**src/rtl/rv32i_types_pkg.sv**
```systemverilog
// rtl/rv32i_types_pkg.sv - shared RV32 pipeline types: hazard FSM states, next-PC select, stall fill helper
package rv32i_types_pkg;

    typedef enum logic [1:0] {
        RUN      = 2'b00,
        WAIT_MEM = 2'b01,
        TRAP     = 2'b10,
        HALTED   = 2'b11
    } hazard_state_t;

    typedef enum logic [1:0] {
        NPC_SEQ  = 2'b00,
        NPC_TGT  = 2'b01,
        NPC_TRAP = 2'b10,
        NPC_EPC  = 2'b11
    } npc_sel_t;

    // A stall request at stage k must also hold every younger stage below it.
    function automatic logic [7:0] stall_fill(input logic [7:0] req);
        logic [7:0] res;
        res[7] = req[7];
        for (int j = 6; j >= 0; j--) begin
            res[j] = res[j+1] | req[j];
        end
        return res;
    endfunction

endpackage

```
**src/rtl/hazard_trap_fsm.sv**
```systemverilog
// rtl/hazard_trap_fsm.sv - trap sequencing / halt FSM with registered EPC and trapping-stage index
module hazard_trap_fsm
    import rv32i_types_pkg::*;
#(
    parameter int NUM_STAGES = 3,
    parameter int XLEN       = 32
) (
    input  logic                          CLK,
    input  logic                          RST,
    input  logic                          d_ram_busy,
    input  logic                          halt,
    input  logic                          interrupt,
    input  logic [NUM_STAGES-1:0]         exc_vec,
    input  logic [NUM_STAGES*XLEN-1:0]    epc_vec,
    output logic                          insert_pc,
    output logic                          hold_all,
    output logic                          halted,
    output logic [XLEN-1:0]               epc_out,
    output logic [$clog2(NUM_STAGES)-1:0] exc_stage
);

    localparam int SW = $clog2(NUM_STAGES);

    hazard_state_t   state_q, state_d;
    logic            trap_pending;
    logic [SW-1:0]   cand_idx;
    logic [XLEN-1:0] cand_epc;

    assign trap_pending = (|exc_vec) | interrupt;

    // Oldest (highest-index) excepting stage wins; a bare interrupt is taken at the commit stage.
    always_comb begin
        cand_idx = SW'(NUM_STAGES - 1);
        cand_epc = epc_vec[(NUM_STAGES-1)*XLEN +: XLEN];
        for (int k = 0; k < NUM_STAGES; k++) begin
            if (exc_vec[k]) begin
                cand_idx = SW'(k);
                cand_epc = epc_vec[k*XLEN +: XLEN];
            end
        end
    end

    always_ff @(posedge CLK or posedge RST) begin
        if (RST) begin
            state_q <= RUN;
        end else begin
            state_q <= state_d;
        end
    end

    always_comb begin
        state_d = state_q;
        case (state_q)
            RUN: begin
                if (trap_pending) begin
                    state_d = d_ram_busy ? WAIT_MEM : TRAP;
                end else if (halt && !d_ram_busy) begin
                    state_d = HALTED;
                end
            end
            WAIT_MEM: if (!d_ram_busy) state_d = TRAP;
            TRAP:     state_d = RUN;
            HALTED:   state_d = HALTED;
            default:  state_d = RUN;
        endcase
    end

    always_comb begin
        insert_pc = 1'b0;
        hold_all  = 1'b0;
        halted    = 1'b0;
        case (state_q)
            RUN:      hold_all = trap_pending;
            WAIT_MEM: hold_all = 1'b1;
            TRAP:     insert_pc = 1'b1;
            HALTED: begin
                hold_all = 1'b1;
                halted   = 1'b1;
            end
            default: ;
        endcase
    end

    // Candidate is captured once, on leaving RUN; exc_vec is ignored while draining.
    always_ff @(posedge CLK or posedge RST) begin
        if (RST) begin
            epc_out   <= '0;
            exc_stage <= '0;
        end else if (state_q == RUN && trap_pending) begin
            epc_out   <= cand_epc;
            exc_stage <= cand_idx;
        end
    end

endmodule

```
**src/rtl/pipeline_hazard_unit.sv**
```systemverilog
// rtl/pipeline_hazard_unit.sv - N-stage stall/flush/redirect controller; HAZARD_PERF_CNT_EN adds perf counters
module pipeline_hazard_unit
    import rv32i_types_pkg::*;
#(
    parameter int NUM_STAGES = 3,
    parameter int XLEN       = 32
`ifdef HAZARD_PERF_CNT_EN
    ,
    parameter int CNT_W      = 32
`endif
) (
    input  logic                          CLK,
    input  logic                          RST,
    input  logic                          i_ram_busy,
    input  logic                          d_ram_busy,
    input  logic                          dren,
    input  logic                          dwen,
    input  logic                          mispredict,
    input  logic                          halt,
    input  logic                          ret,
    input  logic                          interrupt,
    input  logic [NUM_STAGES-1:0]         exc_vec,
    input  logic [NUM_STAGES*XLEN-1:0]    epc_vec,
    input  logic                          load_in_ex,
    input  logic [4:0]                    ex_rd,
    input  logic [4:0]                    id_rs1,
    input  logic [4:0]                    id_rs2,
    output logic                          pc_en,
    output logic [1:0]                    npc_sel,
    output logic [NUM_STAGES-1:0]         stage_stall,
    output logic [NUM_STAGES-1:0]         stage_flush,
    output logic                          insert_pc,
    output logic [XLEN-1:0]               epc_out,
    output logic [$clog2(NUM_STAGES)-1:0] exc_stage,
    output logic                          halted
`ifdef HAZARD_PERF_CNT_EN
    ,
    output logic [CNT_W-1:0]              stall_cycles,
    output logic [CNT_W-1:0]              flush_events
`endif
);

    localparam int EX_IDX = NUM_STAGES - 1;
    localparam logic [NUM_STAGES-1:0] FLUSH_FRONT = {1'b0, {EX_IDX{1'b1}}};

    logic                  hold_all;
    logic                  load_use;
    logic                  redirect;
    logic [NUM_STAGES-1:0] stall_raw;
    npc_sel_t              npc;
    logic                  unused_inputs;

    // Completion is signalled by d_ram_busy alone; the issue strobes carry no extra hazard information.
    assign unused_inputs = &{1'b0, dren, dwen};

    hazard_trap_fsm #(
        .NUM_STAGES (NUM_STAGES),
        .XLEN       (XLEN)
    ) u_trap_fsm (
        .CLK        (CLK),
        .RST        (RST),
        .d_ram_busy (d_ram_busy),
        .halt       (halt),
        .interrupt  (interrupt),
        .exc_vec    (exc_vec),
        .epc_vec    (epc_vec),
        .insert_pc  (insert_pc),
        .hold_all   (hold_all),
        .halted     (halted),
        .epc_out    (epc_out),
        .exc_stage  (exc_stage)
    );

    generate
        if (NUM_STAGES >= 3) begin : g_load_use
            assign load_use = load_in_ex && (ex_rd != 5'd0) &&
                              ((ex_rd == id_rs1) || (ex_rd == id_rs2));
        end else begin : g_no_load_use
            assign load_use = 1'b0;
        end
    endgenerate

    assign redirect = (mispredict || ret) && !d_ram_busy;
    assign npc_sel  = npc;

    always_comb begin
        stall_raw   = '0;
        stage_stall = '0;
        stage_flush = '0;
        pc_en       = 1'b1;
        npc         = NPC_SEQ;
        if (!RST) begin
            if (insert_pc) begin
                stage_flush = '1;
                npc         = NPC_TRAP;
            end else if (hold_all) begin
                stage_stall = '1;
                pc_en       = 1'b0;
            end else if (redirect) begin
                stage_flush = FLUSH_FRONT;
                npc         = mispredict ? NPC_TGT : NPC_EPC;
            end else begin
                if (d_ram_busy) stall_raw = '1;
                if (load_use)   stall_raw[EX_IDX-1] = 1'b1;
                if (i_ram_busy) stall_raw[0] = 1'b1;
                stage_stall = NUM_STAGES'(stall_fill(8'(stall_raw)));
                // A bubble enters directly above the highest held stage.
                for (int k = 0; k < EX_IDX; k++) begin
                    stage_flush[k+1] = stage_stall[k] & ~stage_stall[k+1];
                end
                pc_en = ~stage_stall[0];
            end
        end
    end

`ifdef HAZARD_PERF_CNT_EN
    always_ff @(posedge CLK or posedge RST) begin
        if (RST) begin
            stall_cycles <= '0;
            flush_events <= '0;
        end else begin
            if (stage_stall[0] && (stall_cycles != '1)) stall_cycles <= stall_cycles + 1'b1;
            if ((|stage_flush) && (flush_events != '1)) flush_events <= flush_events + 1'b1;
        end
    end
`endif

endmodule
```
**config.mk**
```make
export PLATFORM = sky130hd
export DESIGN_NAME = pipeline_hazard_unit
export DESIGN_NICKNAME = d
export VERILOG_FILES = /design/src/rtl/rv32i_types_pkg.sv /design/src/rtl/hazard_trap_fsm.sv /design/src/rtl/pipeline_hazard_unit.sv
export SDC_FILE = /design/constraint.sdc
export NUM_CORES = 1
export LEC_CHECK = 0
export CORE_UTILIZATION = 39
export DETAILED_ROUTE_END_ITERATION = 8
export PLACE_DENSITY = 0.95
export SLEW_MARGIN = 40
export SYNTH_ARGS = -nofsm -noshare
export SYNTH_HDL_FRONTEND = slang
export SYNTH_SLANG_ARGS = --single-unit
```
**constraint.sdc**
```tcl
create_clock -name CLK -period 7.8 [get_ports CLK]
set_clock_uncertainty 0.15 [all_clocks]
set_input_delay 1.56 -clock CLK [delete_from_list [all_inputs] [get_ports CLK]]
set_output_delay 1.56 -clock CLK [all_outputs]
set_load 0.02 [all_outputs]
```
==> run summary, run 1 <==
Tot Pwr: 1180 uW
Die Y: 82.7 um
Syn Area/Cell: 9.16 um^2
final hold vios: 0
CTS Buffer Depth: 2
fin crit period: 5.85 ns
Mapped Cells: 277
YS warnings: 0
Die ar.: 6840 um^2
largest cells by area after synthesis: dfrtp_1 (35%), mux2_2 (15%), a22oi_1 (9.8%), nor2b_1 (7.6%), o21ai_0 (7.5%)
DR vias/cell: 5.40
post-DR wirelength/cell: 16.0 um
first-pass GRT wire length: 12.6 mm
Crit path arrival time: 4.14 ns
Max H-tree Level: 2
CTS sink count: 36
CTS tree: built
grt ovf: 0
Yosys cell types: 34
vias: 2784
Crit. End Element: primary output
crit share post-route: 75.0%
Mapped Area: 2540 um^2
Synth Flop Type: dfrtp_1
row cnt: 29
EDFF count, synth: 0
flops & latches, synth: 36
cell with the most instances after synthesis: o21ai_0
fin nets: 563
Resized Gates After CTS: 0
Area Growth Syn to Fin: 72.4%
initial antenna violation count: 0
Final Max Tran Viols: 0
Net Count, Synth: 402
clock-pin slew on the worst setup and hold paths: 0.07 ns
core area: 6310 um^2
# DRC: 0
crit start category: input pin
required time of the critical path: 6.09 ns
die width: 82.7 um
clk_lat worst skew: 0.28 ns
I/O pin count: 170
share of flip-flops with an asynchronous set or reset: 100%
initial DRC count: 89
fmax: 0.171 GHz
first-pass iteration count of the detailed router: 4
outcome: finished, final reports clean
relative slew slack: 53.4%
sequential share of the synthesized area: 35.5%
top-area cell type share of the netlist area: 35.5%
Root Buffer: clkbuf_8
port bufs: 167
worst-margin pin slew: 0.698 ns
pwr/cell area: 269 nW/um^2
Hold WC Path Type: reg -> reg
number of diodes: 0
vias in the first global route: 2738
Max-cap violations: 0
Total GRT Usage: 24.5%
Setup-failing EPs final: 0
dpl hpwl: 6.34 mm
most frequent cells after synthesis: o21ai_0 (38), dfrtp_1 (36), a21oi_1 (33), a22oi_1 (33), mux2_2 (33)
pin count of the biggest net entering global routing: 33
Starting Density: 40.2%
Leak Pwr: 0.00167 uW
Crit Path Class: in -> out
worst-path fanout max: 15
leading area contributor after synthesis: dfrtp_1
RSZ-0062 raised after global routing: no
layout cells sized above 1: 12.8%
Routed Antenna Nets: 0
Num CTS Buffers: 5
post-cts hold buffer count: 0
RePlAce Congestion: 0.744
post-CTS setup buffers: 0
drt total wl: 8.28 mm
VDD IR max: 186 uV
setup TNS: 0 ns
-- worst max-delay path, stage by stage --
cell and delay, ns:
clkdlybuf4s50_1 0.70, nor4_4 0.49, o21ai_2 0.14, or4_1 0.51, o22ai_1 0.12, clkdlybuf4s50_1 0.62
-- power by group --
group | total, uW | switching [uW] | internal [uW]
Clock | 131 | 67.0 | 63.8
Combinational | 704 | 319 | 384
Sequential | 342 | 59.6 | 283
-- kinds of logic (layout without fill, tap and decap cells) --
family,Yosys count,in the layout,synth area share [%]
compound gates,114,114,27.6
xor+xnor,10,10,3.45
buf+inv,26,188,4.34
flops,36,36,35.5
mux,33,33,14.6
simple gates,58,58,14.5
-- placed cells by master (no fill, tap or decap), drive strengths merged, types with 2 or more instances in the layout --
master         Yosys  final
nand2              3      3
and2               3      3
and2b              2      2
nor2               7      7
a22oi             33     33
nor2b             31     31
clkdlybuf4s50      0    167
or4                3      3
dfrtp             36     36
clkbuf            13      7
o21ai             39     39
a21oi             33     33
xor2              10     10
buf                8      8
nor3               4      4
inv                5      5
o21bai             2      2
mux2              33     33
-- cell type report --
type | instances | area (um^2)
clock inverters | 1 | 8.76
fillers | 496 | 1940
well taps | 77 | 96.3
repair buffers | 175 | 1740
inverters | 5 | 18.8
flip-flops and latches | 36 | 901
clock buffers | 7 | 76.3
multi-input cells | 215 | 1540
-- path summary, 6_finish.rpt --
kind | from | to | slack, ns | cells after the start
max | exc_vec[1] | stage_flush[2] | 1.95 | 6
min reg2reg | u_trap_fsm.epc_out[25]$_DFFE_PP0P_ | u_trap_fsm.epc_out[25]$_DFFE_PP0P_ | 0.36 | 1
min | u_trap_fsm.epc_out[25]$_DFFE_PP0P_ | u_trap_fsm.epc_out[25]$_DFFE_PP0P_ | 0.36 | 1
max in group asynchronous | RST | u_trap_fsm.epc_out[31]$_DFFE_PP0P_ | 5.05 | 3
max reg2reg | u_trap_fsm.state_q[1]$_DFFE_PP0P_ | u_trap_fsm.epc_out[16]$_DFFE_PP0P_ | 5.89 | 3
min in group asynchronous | RST | u_trap_fsm.epc_out[17]$_DFFE_PP0P_ | 1.70 | 2
-- per-stage QoR --
step           std cells  setup WS [ns]  hold WS, ns  utilization [%]  area, um^2
2_1_floorplan        277           2.71        0.422                -        2540
3_3_place_gp         507           1.96        0.337             67.8        4280
3_5_place_dp         507           1.93        0.344             67.8        4280
4_1_cts              515           1.92        0.362             69.1        4360
5_1_grt              516           1.79        0.378             69.3        4380
6_report             516           1.95        0.360             69.3        4380
-- sequential cells by signal, summed over array words and instances, names as in the netlist --
signal and cells:
u_trap_fsm.state_q 2, u_trap_fsm.exc_stage 2, u_trap_fsm.epc_out 32
-- per-layer routing --
metal | routed length (um) | share of wire, % | global-route usage (%) | vias to the layer above
li1 | - | - | - | 1341
met1 | 3170 | 38 | 26.4 | 1313
met2 | 4290 | 52 | 46.4 | 119
met3 | 723 | 8.7 | 6.70 | 11
met4 | 99 | 1.2 | 6.38 | 0
met5 | 0 | 0 | 0 | -
Power figures use the tool's default switching activity.
==> run 2, diff against run 1 <==
Settings changed: CORE_UTILIZATION 39 to 36, PLACE_DENSITY 0.95 to 0.9.
Clock period 7.8 ns to 6.1 ns, I/O delays scaled along.
==> run summary, run 2 (synthesized netlist as in run 1, its figures left out) <==
initial DRC count: 88 (-1.1%)
crit share post-route: 86.0%
worst-path fanout max: 18 (+3)
Die Y: 86.0 um (+4.0%)
fin crit period: 5.25 ns
Met3 Wirelength: 593 um (-18%)
Area Growth Syn to Fin: 74.4%
Crit Path Class: in -> out
dpl hpwl: 6.42 mm (+1.3%)
commonest non-fill, non-tap cell in the layout: clkdlybuf4s50_1
drt total wl: 8.31 mm (+0.43%)
crit start category: input pin
VDD IR max: 203 uV (+9.0%)
die width: 86.0 um (+4.0%)
layout cells sized above 1: 13.3% (+0.59 points)
I/O pin count: 170 (unchanged)
CTS sink count: 36 (unchanged)
met2 WL post-DR: 4.28 mm (-0.14%)
number of diodes: 0 (unchanged)
RSZ-0062 raised after global routing: no
max reg flops: 32 (unchanged)
required time of the critical path: 4.73 ns (-1.36 ns)
Fin Hold WS: 0.357 ns (-0.00274 ns)
worst-margin pin slew: 0.722 ns (+0.0243 ns)
Final Max Tran Viols: 0 (unchanged)
Max-cap violations: 0 (unchanged)
fin nets: 566 (+0.53%)
core area: 6790 um^2 (+7.6%)
clock-pin slew on the worst setup and hold paths: 0.06 ns (about the same)
Hold WC Path Type: reg -> reg
final hold vios: 0 (unchanged)
setup TNS: 0 ns (unchanged)
Area after DPL: 4330 um^2 (+1.1%)
commonest cells after routing, fill and taps aside: clkdlybuf4s50_1 (167), o21ai_0 (38), dfrtp_1 (36)
fmax: 0.191 GHz
Routed Antenna Nets: 0 (unchanged)
vias in the first global route: 2973 (+8.6%)
Top Registers: u_trap_fsm.epc_out: 32 flops, u_trap_fsm.exc_stage: 2 flops, u_trap_fsm.state_q: 2 flops
Die ar.: 7390 um^2 (+8.1%)
Resized Gates After CTS: 0 (unchanged)
post-DR wirelength/cell: 15.5 um (-3.7%)
CTS tree: built
Starting Density: 37.4% (-2.8 points)
Fillers: 580 (+17%)
initial antenna violation count: 0 (unchanged)
finished layout cell area: 4430 um^2 (+1.2%)
Crit path arrival time: 3.88 ns (-0.26 ns)
number of cells after detailed placement: 529 (+4.3%)
multi-input logic area: 1540 um^2 (unchanged)
post-cts hold buffer count: 0 (unchanged)
Num CTS Buffers: 5 (unchanged)
clk_lat worst skew: 0.28 ns (about the same)
Highest Signal Layer: met4
pin count of the biggest net entering global routing: 22 (-33%)
outcome: finished, final reports clean
first-pass GRT wire length: 13.6 mm (+7.8%)
# DRC: 0 (unchanged)
pwr/cell area: 341 nW/um^2 (+27%)
non-filler cells in the finished layout: 538 (+4.3%)
M1 wire length: 3.33 mm (+5.1%)
first-pass iteration count of the detailed router: 4 (unchanged)
Most flops, register: u_trap_fsm.epc_out
DR vias/cell: 5.25 (-2.7%)
Max H-tree Level: 2 (unchanged)
Leak Pwr: 0.00169 uW (+1.0%)
post-CTS setup buffers: 0 (unchanged)
grt ovf: 0 (unchanged)
relative slew slack: 51.6% (-1.8 points)
CTS Buffer Depth: 2 (unchanged)
Total GRT Usage: 23.1% (-1.4 points)
RePlAce Congestion: 0.809 (+8.7%)
Root Buffer: clkbuf_8
Crit. End Element: primary output
Setup-failing EPs final: 0 (unchanged)
vias: 2823 (+1.4%)
Reg area: 901 um^2 (unchanged)
port bufs: 167 (unchanged)
row cnt: 30 (+3.4%)
[run 2: power breakdown]
group	internal, uW	total, uW	leakage [uW]	switching (uW)
logic	493	900	0.00122	407
clock network	92.1	172	0.0000455	79.4
registers	362	437	0.000427	75.5
[run 2: final cells by class]
| class | count | area share [%] |
|---|---|---|
| multi-input combinational | 215 | 34.8 |
| clock buffer | 8 | 2.04 |
| timing repair buffer | 178 | 39.7 |
| inverter | 5 | 0.424 |
| sequential | 36 | 20.4 |
| tap | 96 | 2.71 |
[run 2: worst paths after layout]
| kind | start | endpoint | slack (ns) | cells past startpoint |
|---|---|---|---|---|
| setup reg to reg | u_trap_fsm.state_q[1]$_DFFE_PP0P_ | u_trap_fsm.epc_out[4]$_DFFE_PP0P_ | 3.96 | 4 |
| min in group asynchronous | RST | u_trap_fsm.state_q[1]$_DFFE_PP0P_ | 1.26 | 3 |
| max in group asynchronous | RST | u_trap_fsm.epc_out[4]$_DFFE_PP0P_ | 4.29 | 3 |
| hold reg to reg | u_trap_fsm.epc_out[0]$_DFFE_PP0P_ | u_trap_fsm.epc_out[0]$_DFFE_PP0P_ | 0.36 | 1 |
| setup / recovery | exc_vec[1] | stage_flush[2] | 0.85 | 6 |
| hold / removal | u_trap_fsm.epc_out[0]$_DFFE_PP0P_ | u_trap_fsm.epc_out[0]$_DFFE_PP0P_ | 0.36 | 1 |
[run 2: routing by layer]
metal,vias up,track usage (%)
met5,-,0
met4,0,5.91
met3,12,6.26
met2,107,43.4
met1,1352,25.4
li1,1352,-
[run 2: critical path, cell delays in order]
cell and delay, ns:
clkdlybuf4s50_1 0.76, nor4_4 0.52, o21ai_2 0.13, or4_1 0.51, o22ai_1 0.13, clkdlybuf4s50_1 0.62
[run 2: per-stage QoR]
| stage | setup slack [ns] | power [uW] | util (%) |
|---|---|---|---|
| after global placement | 0.853 | 1310 | 63.7 |
| after floorplan | 1.69 | 896 | - |
| after CTS | 0.804 | 1520 | 65.0 |
| after detailed placement | 0.823 | 1340 | 63.7 |
| final | 0.851 | 1510 | 65.2 |
| after global routing | 0.682 | 1600 | 65.2 |
==> run 3, diff against run 2 <==
Settings changed: CELL_PAD_IN_SITES_DETAIL_PLACEMENT from default to 1, CELL_PAD_IN_SITES_GLOBAL_PLACEMENT from default to 1, CORE_UTILIZATION 36 to 25, CTS_CLUSTER_SIZE from default to 16.
==> run summary, run 3 (synthesized netlist as in run 1, its figures left out) <==
worst-path fanout max: 19 (+1)
Register-to-Register Path Depth: 4 (unchanged)
relative slew slack: 51.6% (about the same)
Top Registers: u_trap_fsm.epc_out: 32 flops, u_trap_fsm.exc_stage: 2 flops, u_trap_fsm.state_q: 2 flops
port bufs: 167 (unchanged)
Leak Pwr: 0.00168 uW (-0.49%)
worst reg2reg setup slack: 3.98 ns (+0.02 ns)
crit path to: npc_sel[1]
RSZ-0062 raised after global routing: no
Hold WC Path Type: reg -> reg
final core occ: 45.4% (-20 points)
initial antenna violation count: 0 (unchanged)
dpl hpwl: 7.71 mm (+20%)
final hold vios: 0 (unchanged)
vias in the first global route: 3191 (+7.3%)
CTS tree: built
Cell Int Power: 932 uW (-1.6%)
pwr/cell area: 338 nW/um^2 (-0.76%)
core area: 9820 um^2 (+45%)
commonest non-fill, non-tap cell in the layout: clkdlybuf4s50_1
initial DRC count: 64 (-27%)
RePlAce Congestion: 0.739 (-8.7%)
clock-pin slew on the worst setup and hold paths: 0.07 ns (about the same)
NetSw: 576 uW (+2.6%)
Most flops, register: u_trap_fsm.epc_out
crit share post-route: 83.6% (-2.5 points)
Fillers: 1178 (+100%)
Reg-to-Reg Start: u_trap_fsm.state_q[1]$_DFFE_PP0P_
Die ar.: 10600 um^2 (+43%)
switching fraction of total power: 38.2% (+0.97 points)
Setup-failing EPs final: 0 (unchanged)
Clk pwr share: 10.7% (-0.7 points)
sequential power share: 28.8% (-0.2 points)
vias: 2851 (+0.99%)
commonest cells after routing, fill and taps aside: clkdlybuf4s50_1 (167), o21ai_0 (38), dfrtp_1 (36)
Root Buffer: clkbuf_8
Crit Path Class: in -> out
required time of the critical path: 4.73 ns (about the same)
Crit path arrival time: 3.73 ns (-0.15 ns)
Resized Gates After CTS: 0 (unchanged)
CTS Buffer Depth: 2 (unchanged)
fin nets: 566 (unchanged)
Max H-tree Level: 2 (unchanged)
crit start category: input pin
Die Y: 103 um (+20%)
Final Max Tran Viols: 0 (unchanged)
worst-margin pin slew: 0.722 ns (+0.000403 ns)
setup TNS: 0 ns (unchanged)
pin count of the biggest net entering global routing: 29 (+32%)
grt ovf: 0 (unchanged)
post-cts hold buffer count: 0 (unchanged)
post-CTS setup buffers: 0 (unchanged)
Routed Antenna Nets: 0 (unchanged)
Num CTS Buffers: 5 (unchanged)
first-pass GRT wire length: 15.1 mm (+11%)
DR vias/cell: 4.97 (-5.3%)
outcome: finished, final reports clean
number of diodes: 0 (unchanged)
drt total wl: 9.88 mm (+19%)
# DRC: 0 (unchanged)
fmax: 0.196 GHz (+2.9%)
die width: 103 um (+20%)
fin crit period: 5.10 ns (-0.150 ns)
Starting Density: 25.9% (-12 points)
Crit. End Element: primary output
VDD IR max: 165 uV (-19%)
Comb pwr share: 60.4% (+0.8 points)
clk_lat worst skew: 0.28 ns (about the same)
Area Growth Syn to Fin: 75.7%
crit path from: exc_vec[0]
I/O pin count: 170 (unchanged)
max reg flops: 32 (unchanged)
Total GRT Usage: 18.5% (-4.6 points)
post-DR wirelength/cell: 17.2 um (+11%)
first-pass iteration count of the detailed router: 4 (unchanged)
layout cells sized above 1: 13.4% (+0.030 points)
Reg-to-Reg End: u_trap_fsm.epc_out[24]$_DFFE_PP0P_
CTS sink count: 36 (unchanged)
Max-cap violations: 0 (unchanged)
row cnt: 36 (+20%)
## run 3: cell count changes in the layout (fill, tap and decap cells not counted), sizes merged
cell / change
clkbuf: -2
clkinv: +2
inv: -1
## run 3: area by class of cell
class | instances | area, um^2 | area share, %
timing repair buffer | 178 | 1760 | 39.4
multi-input combinational | 215 | 1540 | 34.5
clock buffer | 6 | 72.6 | 1.63
tap | 133 | 166 | 3.73
sequential | 36 | 901 | 20.2
inverter | 5 | 18.8 | 0.421
clock inverter | 1 | 5.00 | 0.112
## run 3: worst min-delay path by stage
stage | start | endpoint | cells after the start
finish | u_trap_fsm.epc_out[7]$_DFFE_PP0P_ | u_trap_fsm.epc_out[7]$_DFFE_PP0P_ | 1
global route | u_trap_fsm.epc_out[7]$_DFFE_PP0P_ | u_trap_fsm.epc_out[7]$_DFFE_PP0P_ | 1
CTS | u_trap_fsm.epc_out[7]$_DFFE_PP0P_ | u_trap_fsm.epc_out[7]$_DFFE_PP0P_ | 1
detailed placement | u_trap_fsm.epc_out[18]$_DFFE_PP0P_ | u_trap_fsm.epc_out[18]$_DFFE_PP0P_ | 1
global placement | u_trap_fsm.exc_stage[1]$_DFFE_PP0P_ | u_trap_fsm.exc_stage[1]$_DFFE_PP0P_ | 1
floorplan | u_trap_fsm.state_q[1]$_DFFE_PP0P_ | u_trap_fsm.state_q[0]$_DFFE_PP0P_ | 1
## run 3: routing by layer
metal	up-vias	track usage [%]	share of wire [%]
met3	4	5.22	7.6
met1	1399	19.9	38
met2	106	36.0	53
li1	1342	-	-
met5	-	0	0
met4	0	3.36	0.47
## run 3: worst max-delay path, cell delays in order
cell,delay (ns)
clkdlybuf4s50_1,0.49
buf_4,0.25
or4_4,0.59
o31ai_4,0.24
and2_4,0.18
a21boi_2,0.14
clkdlybuf4s50_1,0.62
## run 3: power by group through the flow
| stage | clock network, uW | logic [uW] | registers [uW] |
|---|---|---|---|
| final | 162 | 912 | 435 |
| after global routing | 180 | 971 | 456 |
| after CTS | 172 | 919 | 439 |
| after detailed placement | 0 | 915 | 442 |
| after global placement | 0 | 896 | 434 |
| after floorplan | 0 | 325 | 571 |
## run 3: through the flow
step	setup WS, ns	cell area (um^2)	hold WS (ns)	power [uW]	instances
global route	0.925	4460	0.375	1610	574
floorplan	1.69	2540	0.422	896	277
detailed placement	0.967	4370	0.347	1360	566
CTS	0.966	4450	0.363	1530	573
global placement	1.00	4370	0.331	1330	566
finish	1.00	4460	0.360	1510	574
